--- src/rtl/pll_seq_pkg.sv ---
// Shared definitions for the PLL reset sequencer: FSM state encoding and counter sizing.
package pll_seq_pkg;

    typedef enum logic [2:0] {
        PLL_RST,
        WAIT_LOCK,
        STABLE,
        RELEASE,
        RUN,
        FAIL
    } seqState_t;

    // Smallest width able to hold 0..maxVal, never less than one bit.
    function automatic int cntWidth(input int maxVal);
        return (maxVal < 1) ? 1 : $clog2(maxVal + 1);
    endfunction

endpackage

--- src/rtl/sync_2ff.sv ---
// Two-flop synchroniser for bringing asynchronous level signals into the clk domain.
module sync_2ff #(
    parameter int WIDTH = 1
) (
    input  logic             clk,
    input  logic             reset,
    input  logic [WIDTH-1:0] d_i,
    output logic [WIDTH-1:0] q_o
);

    logic [WIDTH-1:0] meta_q;
    logic [WIDTH-1:0] sync_q;

    always_ff @(posedge clk) begin
        if (reset) begin
            meta_q <= '0;
            sync_q <= '0;
        end else begin
            meta_q <= d_i;
            sync_q <= meta_q;
        end
    end

    assign q_o = sync_q;

endmodule

--- src/rtl/pll_reset_sequencer.sv ---
// PLL power-up sequencer: pulses the PLL reset, qualifies LOCK, then releases domain resets in order.
// Lock timeout with bounded retries and a FAIL state is built only when PLL_SEQ_TIMEOUT_EN is defined.
module pll_reset_sequencer
    import pll_seq_pkg::*;
#(
    parameter int NUM_DOMAINS         = 3,
    parameter int RST_CYCLES          = 16,
    parameter int LOCK_STABLE_CYCLES  = 1024,
    parameter int RELEASE_GAP         = 8,
    parameter int LOCK_TIMEOUT_CYCLES = 100000,
    parameter int MAX_RETRIES         = 3
) (
    input  logic                   clk,
    input  logic                   reset,
    input  logic                   pll_locked,
    input  logic                   soft_rst,
    output logic                   pll_rst,
    output logic [NUM_DOMAINS-1:0] dom_rst,
    output logic                   ready,
    output logic                   fail,
    output logic [1:0]             retry_cnt
);

    localparam int RstW  = cntWidth(RST_CYCLES);
    localparam int StabW = cntWidth(LOCK_STABLE_CYCLES);
    localparam int GapW  = cntWidth(RELEASE_GAP);
    localparam int IdxW  = cntWidth(NUM_DOMAINS);

    if (NUM_DOMAINS < 1 || RST_CYCLES < 1 || LOCK_STABLE_CYCLES < 1 || RELEASE_GAP < 1 ||
        LOCK_TIMEOUT_CYCLES < 1 || MAX_RETRIES < 0 || MAX_RETRIES > 3) begin : g_badParams
        $error("pll_reset_sequencer: illegal parameter set");
    end

    seqState_t              state_q;
    logic [RstW-1:0]        rstCnt_q;
    logic [StabW-1:0]       stableCnt_q;
    logic [GapW-1:0]        gapCnt_q;
    logic [IdxW-1:0]        domIdx_q;
    logic                   pllRst_q;
    logic [NUM_DOMAINS-1:0] domRst_q;
    logic                   ready_q;
    logic                   lock_s;

`ifdef PLL_SEQ_TIMEOUT_EN
    localparam int ToW = cntWidth(LOCK_TIMEOUT_CYCLES);
    logic [ToW-1:0] toCnt_q;
    logic [1:0]     retry_q;
    logic           fail_q;
`endif

    sync_2ff #(.WIDTH(1)) u_lockSync (
        .clk   (clk),
        .reset (reset),
        .d_i   (pll_locked),
        .q_o   (lock_s)
    );

    // Outputs are registered together with the state so a lock loss reaches dom_rst one edge after lock_s.
    always_ff @(posedge clk) begin
        if (reset || soft_rst) begin
            state_q     <= PLL_RST;
            rstCnt_q    <= '0;
            stableCnt_q <= '0;
            gapCnt_q    <= '0;
            domIdx_q    <= '0;
            pllRst_q    <= 1'b1;
            domRst_q    <= '1;
            ready_q     <= 1'b0;
`ifdef PLL_SEQ_TIMEOUT_EN
            toCnt_q     <= '0;
            retry_q     <= '0;
            fail_q      <= 1'b0;
`endif
        end else begin
            ready_q <= 1'b0;
            case (state_q)
                PLL_RST: begin
                    if (rstCnt_q == RstW'(RST_CYCLES - 1)) begin
                        state_q  <= WAIT_LOCK;
                        rstCnt_q <= '0;
                        pllRst_q <= 1'b0;
`ifdef PLL_SEQ_TIMEOUT_EN
                        toCnt_q  <= '0;
`endif
                    end else begin
                        rstCnt_q <= rstCnt_q + 1'b1;
                    end
                end
                WAIT_LOCK: begin
                    if (lock_s) begin
                        state_q     <= STABLE;
                        stableCnt_q <= '0;
                    end
                end
                STABLE: begin
                    if (!lock_s) begin
                        state_q     <= WAIT_LOCK;
                        stableCnt_q <= '0;
                    end else if (stableCnt_q == StabW'(LOCK_STABLE_CYCLES - 1)) begin
                        state_q     <= (NUM_DOMAINS == 1) ? RUN : RELEASE;
                        stableCnt_q <= stableCnt_q + 1'b1;
                        domRst_q    <= domRst_q << 1;
                        domIdx_q    <= IdxW'(1);
                        gapCnt_q    <= '0;
                    end else begin
                        stableCnt_q <= stableCnt_q + 1'b1;
                    end
                end
                RELEASE, RUN: begin
                    if (!lock_s) begin
                        state_q     <= PLL_RST;
                        rstCnt_q    <= '0;
                        stableCnt_q <= '0;
                        gapCnt_q    <= '0;
                        domIdx_q    <= '0;
                        pllRst_q    <= 1'b1;
                        domRst_q    <= '1;
                    end else if (state_q == RUN) begin
                        ready_q <= 1'b1;
                    end else if (gapCnt_q == GapW'(RELEASE_GAP - 1)) begin
                        // Shifting a zero in from bit 0 keeps the release strictly in index order.
                        domRst_q <= domRst_q << 1;
                        gapCnt_q <= '0;
                        if (domIdx_q == IdxW'(NUM_DOMAINS - 1)) begin
                            state_q <= RUN;
                        end else begin
                            domIdx_q <= domIdx_q + 1'b1;
                        end
                    end else begin
                        gapCnt_q <= gapCnt_q + 1'b1;
                    end
                end
`ifdef PLL_SEQ_TIMEOUT_EN
                FAIL: begin
                    pllRst_q <= 1'b1;
                end
`endif
                default: begin
                    state_q  <= PLL_RST;
                    pllRst_q <= 1'b1;
                    domRst_q <= '1;
                end
            endcase

`ifdef PLL_SEQ_TIMEOUT_EN
            // The timeout spans WAIT_LOCK and STABLE, so lock chatter cannot stall the sequence forever.
            if (state_q == WAIT_LOCK || state_q == STABLE) begin
                if (toCnt_q == ToW'(LOCK_TIMEOUT_CYCLES - 1)) begin
                    toCnt_q     <= '0;
                    rstCnt_q    <= '0;
                    stableCnt_q <= '0;
                    pllRst_q    <= 1'b1;
                    domRst_q    <= '1;
                    if (retry_q != 2'd3) begin
                        retry_q <= retry_q + 1'b1;
                    end
                    if (retry_q == 2'(MAX_RETRIES)) begin
                        state_q <= FAIL;
                        fail_q  <= 1'b1;
                    end else begin
                        state_q <= PLL_RST;
                    end
                end else begin
                    toCnt_q <= toCnt_q + 1'b1;
                end
            end
`endif
        end
    end

    assign pll_rst = pllRst_q;
    assign dom_rst = domRst_q;
    assign ready   = ready_q;

`ifdef PLL_SEQ_TIMEOUT_EN
    assign fail      = fail_q;
    assign retry_cnt = retry_q;
`else
    assign fail      = 1'b0;
    assign retry_cnt = 2'b00;
`endif

endmodule

--- config.mk ---
export PLATFORM = sky130hd
export DESIGN_NAME = pll_reset_sequencer
export DESIGN_NICKNAME = d
export VERILOG_FILES = /design/src/rtl/pll_seq_pkg.sv /design/src/rtl/sync_2ff.sv /design/src/rtl/pll_reset_sequencer.sv
export SDC_FILE = /design/constraint.sdc
export NUM_CORES = 1
export LEC_CHECK = 0
export CAP_MARGIN = 20
export CORE_UTILIZATION = 58
export DETAILED_ROUTE_END_ITERATION = 7
export GPL_TIMING_DRIVEN = 1
export PLACE_DENSITY = 0.77
export SYNTH_ARGS = -nofsm -noshare
export SYNTH_HDL_FRONTEND = slang
export SYNTH_SLANG_ARGS = --single-unit
--- constraint.sdc ---
create_clock -name clk -period 1.94 [get_ports clk]
set_input_delay 0.388 -clock clk [delete_from_list [all_inputs] [get_ports clk]]
set_output_delay 0.388 -clock clk [all_outputs]
set_load 0.01 [all_outputs]
==> Word level (Yosys, flattened, before mapping) <==
Index checks and enable logic that the tools add are counted.
{ "totals": {"register_bits": 32, "inputBits": 4, "output_inout_bits": 8} }
{ "op_classes": {"add_sub_neg": 4, "n_eq_ne": 18, "mux": 39, "n_bitwise": 4, "n_reduce_logical": 16} }
{ "ops": {"columns": ["cell", "count"], "rows": [
  ["$mux 3", 13],
  ["$mux 11", 3],
  ["$pmux 11 s3", 1],
  ["$mux 4", 5],
  ["$ne 3x3->1 const B", 5],
  ["$mux 2", 6],
  ["$pmux 3 s4", 1],
  ["$reduce_and 6->1", 2],
  ["$add 11x1->11 const B", 1],
  ["$eq 11x10->1 const B", 1],
  ["$mux 5", 2],
  ["$pmux 5 s2", 1],
  ["$pmux 3 s3", 1],
  ["$pmux 4 s2", 1],
  ["$eq 3x2->1 const B", 2],
  ["$ne 2x2->1 const B", 3],
  ["$reduce_and 3->1", 2],
  ["$reduce_or 2->1", 3],
  ["$add 5x1->5 const B", 1],
  ["$eq 5x4->1 const B", 1],
  ["$reduce_and 5->1", 1],
  ["$add 4x1->4 const B", 1],
  ["$eq 4x3->1 const B", 1],
  ["$ne 2x1->1 const B", 2],
  ["other kinds (15)", 21]
]} }

==> Longest topological paths before layout <==
{ "depth": {"ltp_word": 6, "ltp_mapped": 7, "ltp_nobuf": 6} }

==> Hierarchy <==
From an unflattened synthesis, not the netlist that was laid out.
{ "unflattened": {"cells_unflattened": 201, "area_unflattened_um2": 1752.9} }
{ "by_module_without_submodules": {"columns": ["module", "instances", "cells_per_inst", "area_per_inst_um2", "seq_area_each_um2"], "rows": [
  ["pll_reset_sequencer", 1, 197, 1700.4, 600.6],
  ["sync_2ff", 1, 4, 52.6, 40.0]
]} }

==> Worst setup path after synthesis <==
Ideal clock, no wire load.
{ "synth_timing": {"path_type": "register to register", "from": "reg stableCnt_q[0]", "to": "reg domRst_q[0] (netlist: dom_rst[0])", "setup_ns": 0.120, "t_arrival_ns": 1.632, "required_ns": 1.820, "setup_slack_ns": 0.188, "path_stages_with_launch": 6, "n_path_buf": 0, "period_less_slack_ns": 1.752, "cell_sequence": "dfxtp_1 > ha_1 > nand4b_1 > or3_1 > a221o_1 > a211o_1"} }
{ "synth_between": {"elab_chain_cells": 3} }
{ "synth_lines": {"columns": ["item", "line", "rtl"], "rows": [
  ["start, declared", "pll_reset_sequencer.sv:36", "logic [StabW-1:0] stableCnt_q;"],
  ["start signal, assigned", "pll_reset_sequencer.sv:101", "stableCnt_q <= stableCnt_q + 1'b1;"],
  ["start signal, assigned", "pll_reset_sequencer.sv:106", "stableCnt_q <= stableCnt_q + 1'b1;"],
  ["$eq 11x10->1", "pll_reset_sequencer.sv:99", "end else if (stableCnt_q == StabW'(LOCK_STABLE_CYCLES - 1)) begin"],
  ["$ne 2x2->1 (no source line)", null, null],
  ["$reduce_and 5->1 (no source line)", null, null],
  ["end signal, assigned", "pll_reset_sequencer.sv:102", "domRst_q <= domRst_q << 1;"],
  ["end signal, assigned", "pll_reset_sequencer.sv:122", "domRst_q <= domRst_q << 1;"],
  ["end, declared", "pll_reset_sequencer.sv:40", "logic [NUM_DOMAINS-1:0] domRst_q;"]
]} }
Every way passes these cells.
A chain may end at the register's enable or synchronous reset.

==> Worst setup path after layout <==
Ends and elaborated chain as after synthesis.

==> metrics.md <==
| Metric | Value |
|---|---|
| Status | `finished, final reports clean` |
| Setup TNS | `0 ns` |
| Antenna cells | `0` |
| Worst Hold Depth | `2` |
| Final Max Slew Viols | `0` |
| Commonest cells in the netlist | `32 x dfxtp_1, 17 x a21oi_1, 16 x nand3_1` |
| DR pass1 iterations | `4` |
| Post-detail-place hpwl | `3060 um` |
| Syn Inst Count | `233` |
| HP Start | `rstCnt_q[4]` |
| CP Data Required Time | `2.18 ns` |
| Sequential-to-total area share from yosys stat | `32.9%` |
| Asr flop ratio synth | `0%` |
| Final instance area | `between 2000 and 2500 um^2` |
| Wirelength per Cell | `14.8 um` |
| RR Endpoint | `dom_rst[0]` |
| R2r startpoint | `stableCnt_q[0]` |
| DP Area | `2140 um^2` |
| # clock sinks | `32` |
| Fin util | `71.3%` |
| Worst hold path type | `flop to flop` |
| R2r setup slk | `0.1 ns` |
| Core Area | `roughly 3100 um^2` |
| Fmax | `0.543 GHz` |
| Number of routed nets with antenna violations | `0` |
| Vias/cell | `6.39` |
| CP Max Fanout | `5` |
| Initial Util | `62.2%` |
| Hold buffer count at CTS | `0` |
| Detailed-route via count | `1,872` |
| Htree depth | `2` |
| Reported max-cap violation count | `0` |
| CP endpoint kind | `flop` |
| Share of cells above drive strength 1 | `14.9%` |
| RSZ-0062 raised after global routing | `false` |
| CP Cell Sequence | `ha_2 > nand4b_1 > or3_1 > a221o_1 > a211o_1` |
| TritonCTS Buffers | `5` |
| First-pass GRT wire length | `7120 um` |
| Main synth FF type | `dfxtp_1` |
| Final Hold Fails | `0` |
| Worst hold path endpoint | `rstCnt_q[4]` |
| Initial antenna violation count | `0` |
| Vias in the first global route | `1,654` |
| CTS clock-pin slew for the worst setup and hold paths | `0.10 ns` |
| Inst Count DP | `285` |
| CTS max path bufs | `2` |
| CTS tree | `built` |
| Post-Synthesis Cell Area | `1950 um^2` |
| Pleak | `approximately 0.75 nW` |
| Synth warn | `0` |
| EDFF count, synth | `0` |
| PostCTS Resize Cnt | `0` |
| Clk root buf | `clkbuf_4` |
| Area Growth Syn to Fin | `14.6%` |
| Clock Skew | `around 0.015 ns` |
| Critical path startpoint category | `flop` |
| Worst slew pin tran | `0.546 ns` |
| # IOs | `12` |
| DIE AREA | `3590 um^2` |
| Avg Cell Area, Syn | `8.35 um^2` |
| Die Y | `59.9 um` |
| Port bufs | `8` |
| PwrDens | `550 nW/um^2` |
| Non-Filler Instances | `approximately 300` |
| DIE WIDTH | `59.9 um` |
| Grt ovf | `0` |
| Worst EP arrival | `between 2 and 2.5 ns` |
| Yosys cell types | `55` |
| Register bit total from synthesis | `32` |
| Final GP Congestion | `0.821` |
| Row count | `20` |
| Peak supply drop | `roughly 0.52 mV` |
| Rel. slew slack | `63.6%` |
| Synth area leaders | `dfxtp_1 33%, mux2i_1 7.2%, nand3b_1 5.4%` |
| Area leader, netlist | `dfxtp_1` |
| Largest net degree at the start of global routing | `20` |
| Final wirelength | `4320 um` |
| DR iter-0 viols | `between 100 and 150` |
| Tcrit/Tclk final | `94.9%` |
| Final Power | `1.23 mW` |
| Slowest stage delay, CP | `between 0.4 and 0.5 ns` |
| Final worst path period need | `1.84 ns` |
| Slowest cell on the critical path | `dfxtp_1` |
| Top-count cell post-synth | `dfxtp_1` |
| Critical path type | `flop to flop` |
| Nets | `256` |
| Final setup violation count | `0` |
| Worst-skew pair later-pin latency | `0.34 ns` |
| Area fraction of the dominant cell type after synthesis | `32.9%` |
| Reg2reg path depth | `5` |
| DRC Markers | `0` |
| Post-CTS Setup Bufs | `0` |
| GRT Resource Usage Total | `26.7%` |
-- worst max path at each step --
stage / from / end / slack, ns
global route: u_lockSync.q_o / stableCnt_q[10] / 0.02
detailed placement: soft_rst / stableCnt_q[6] / 0.06
CTS: state_q[1] / domIdx_q[1] / 0.11
floorplan: stableCnt_q[0] / dom_rst[0] / 0.19
global placement: soft_rst / stableCnt_q[10] / 0.14
finish: stableCnt_q[0] / dom_rst[0] / 0.1
-- power by group --
part | total (mW) | internal, mW | switching (mW)
sequential | 0.666 | 0.660 | 0.00538
combinational | 0.0558 | 0.0258 | 0.0300
clock | 0.504 | 0.270 | 0.234
-- final cells by class --
class	instances	area, um^2
clock buffer	6	41.3
sequential	32	642
inverter	5	18.8
fill	261	898
timing repair buffer	26	228
multi-input combinational	178	1210
clock inverter	2	35.0
tap	44	55.1
-- sequential cells by signal, summed over array words and instances, names as in the netlist --
signal and cells:
domIdx_q 2, dom_rst 3, gapCnt_q 4, pll_rst 1
ready 1, rstCnt_q 5, stableCnt_q 11, state_q 3
u_lockSync.meta_q 1, u_lockSync.q_o 1
-- per-layer routing --
layer  up-vias  wire (um)  part of all wire, %  track usage [%]
met5         -          0                    0                0
met4         0        121                  2.8             13.3
met3        17        223                  5.2             7.36
met2        55       2110                   49             45.2
met1       896       1870                   43             30.8
li1        904          -                    -                -
-- cell usage in the layout, fill, tap and decap left out, drive strengths merged, types with 6 or more instances in the layout --
| cell | count |
|---|---|
| dfxtp | 32 |
| a21oi | 18 |
| nand4 | 6 |
| nor3 | 7 |
| nor2 | 14 |
| buf | 18 |
| clkdlybuf4s50 | 8 |
| nand3b | 14 |
| nand3 | 16 |
| mux2i | 14 |
| clkbuf | 6 |
| o21ai | 6 |
| a211oi | 7 |
| nand2 | 12 |
-- metrics by stage --
stage,setup WS (ns),hold WS [ns]
6_report,0.0981,0.435
5_1_grt,0.0182,0.471
4_1_cts,0.107,0.433
3_5_place_dp,0.0573,0.420
3_3_place_gp,0.139,0.417
2_1_floorplan,0.188,0.406
-- worst max-delay path: cells and delay by family (launching register included) --
| kind | cells | cell delay (ns) |
|---|---|---|
| AO/OA/AOI/OAI | 2 | 0.63 |
| AND/OR/NAND/NOR | 2 | 0.49 |
| flip-flops | 1 | 0.41 |
| adder cells (fa/ha/maj) | 1 | 0.23 |
-- cell families after synthesis --
| kind of cell | count (synthesis) | share of synthesized area (%) |
|---|---|---|
| AND/OR/NAND/NOR | 97 | 29.9 |
| adder cells (fa/ha/maj) | 4 | 2.57 |
| multiplexers | 15 | 7.78 |
| AO/OA/AOI/OAI | 59 | 20.7 |
| other | 1 | 0.193 |
| flip-flops | 32 | 32.9 |
| buffers and inverters | 25 | 5.92 |
Note: power is estimated with default switching activity, not from simulation.
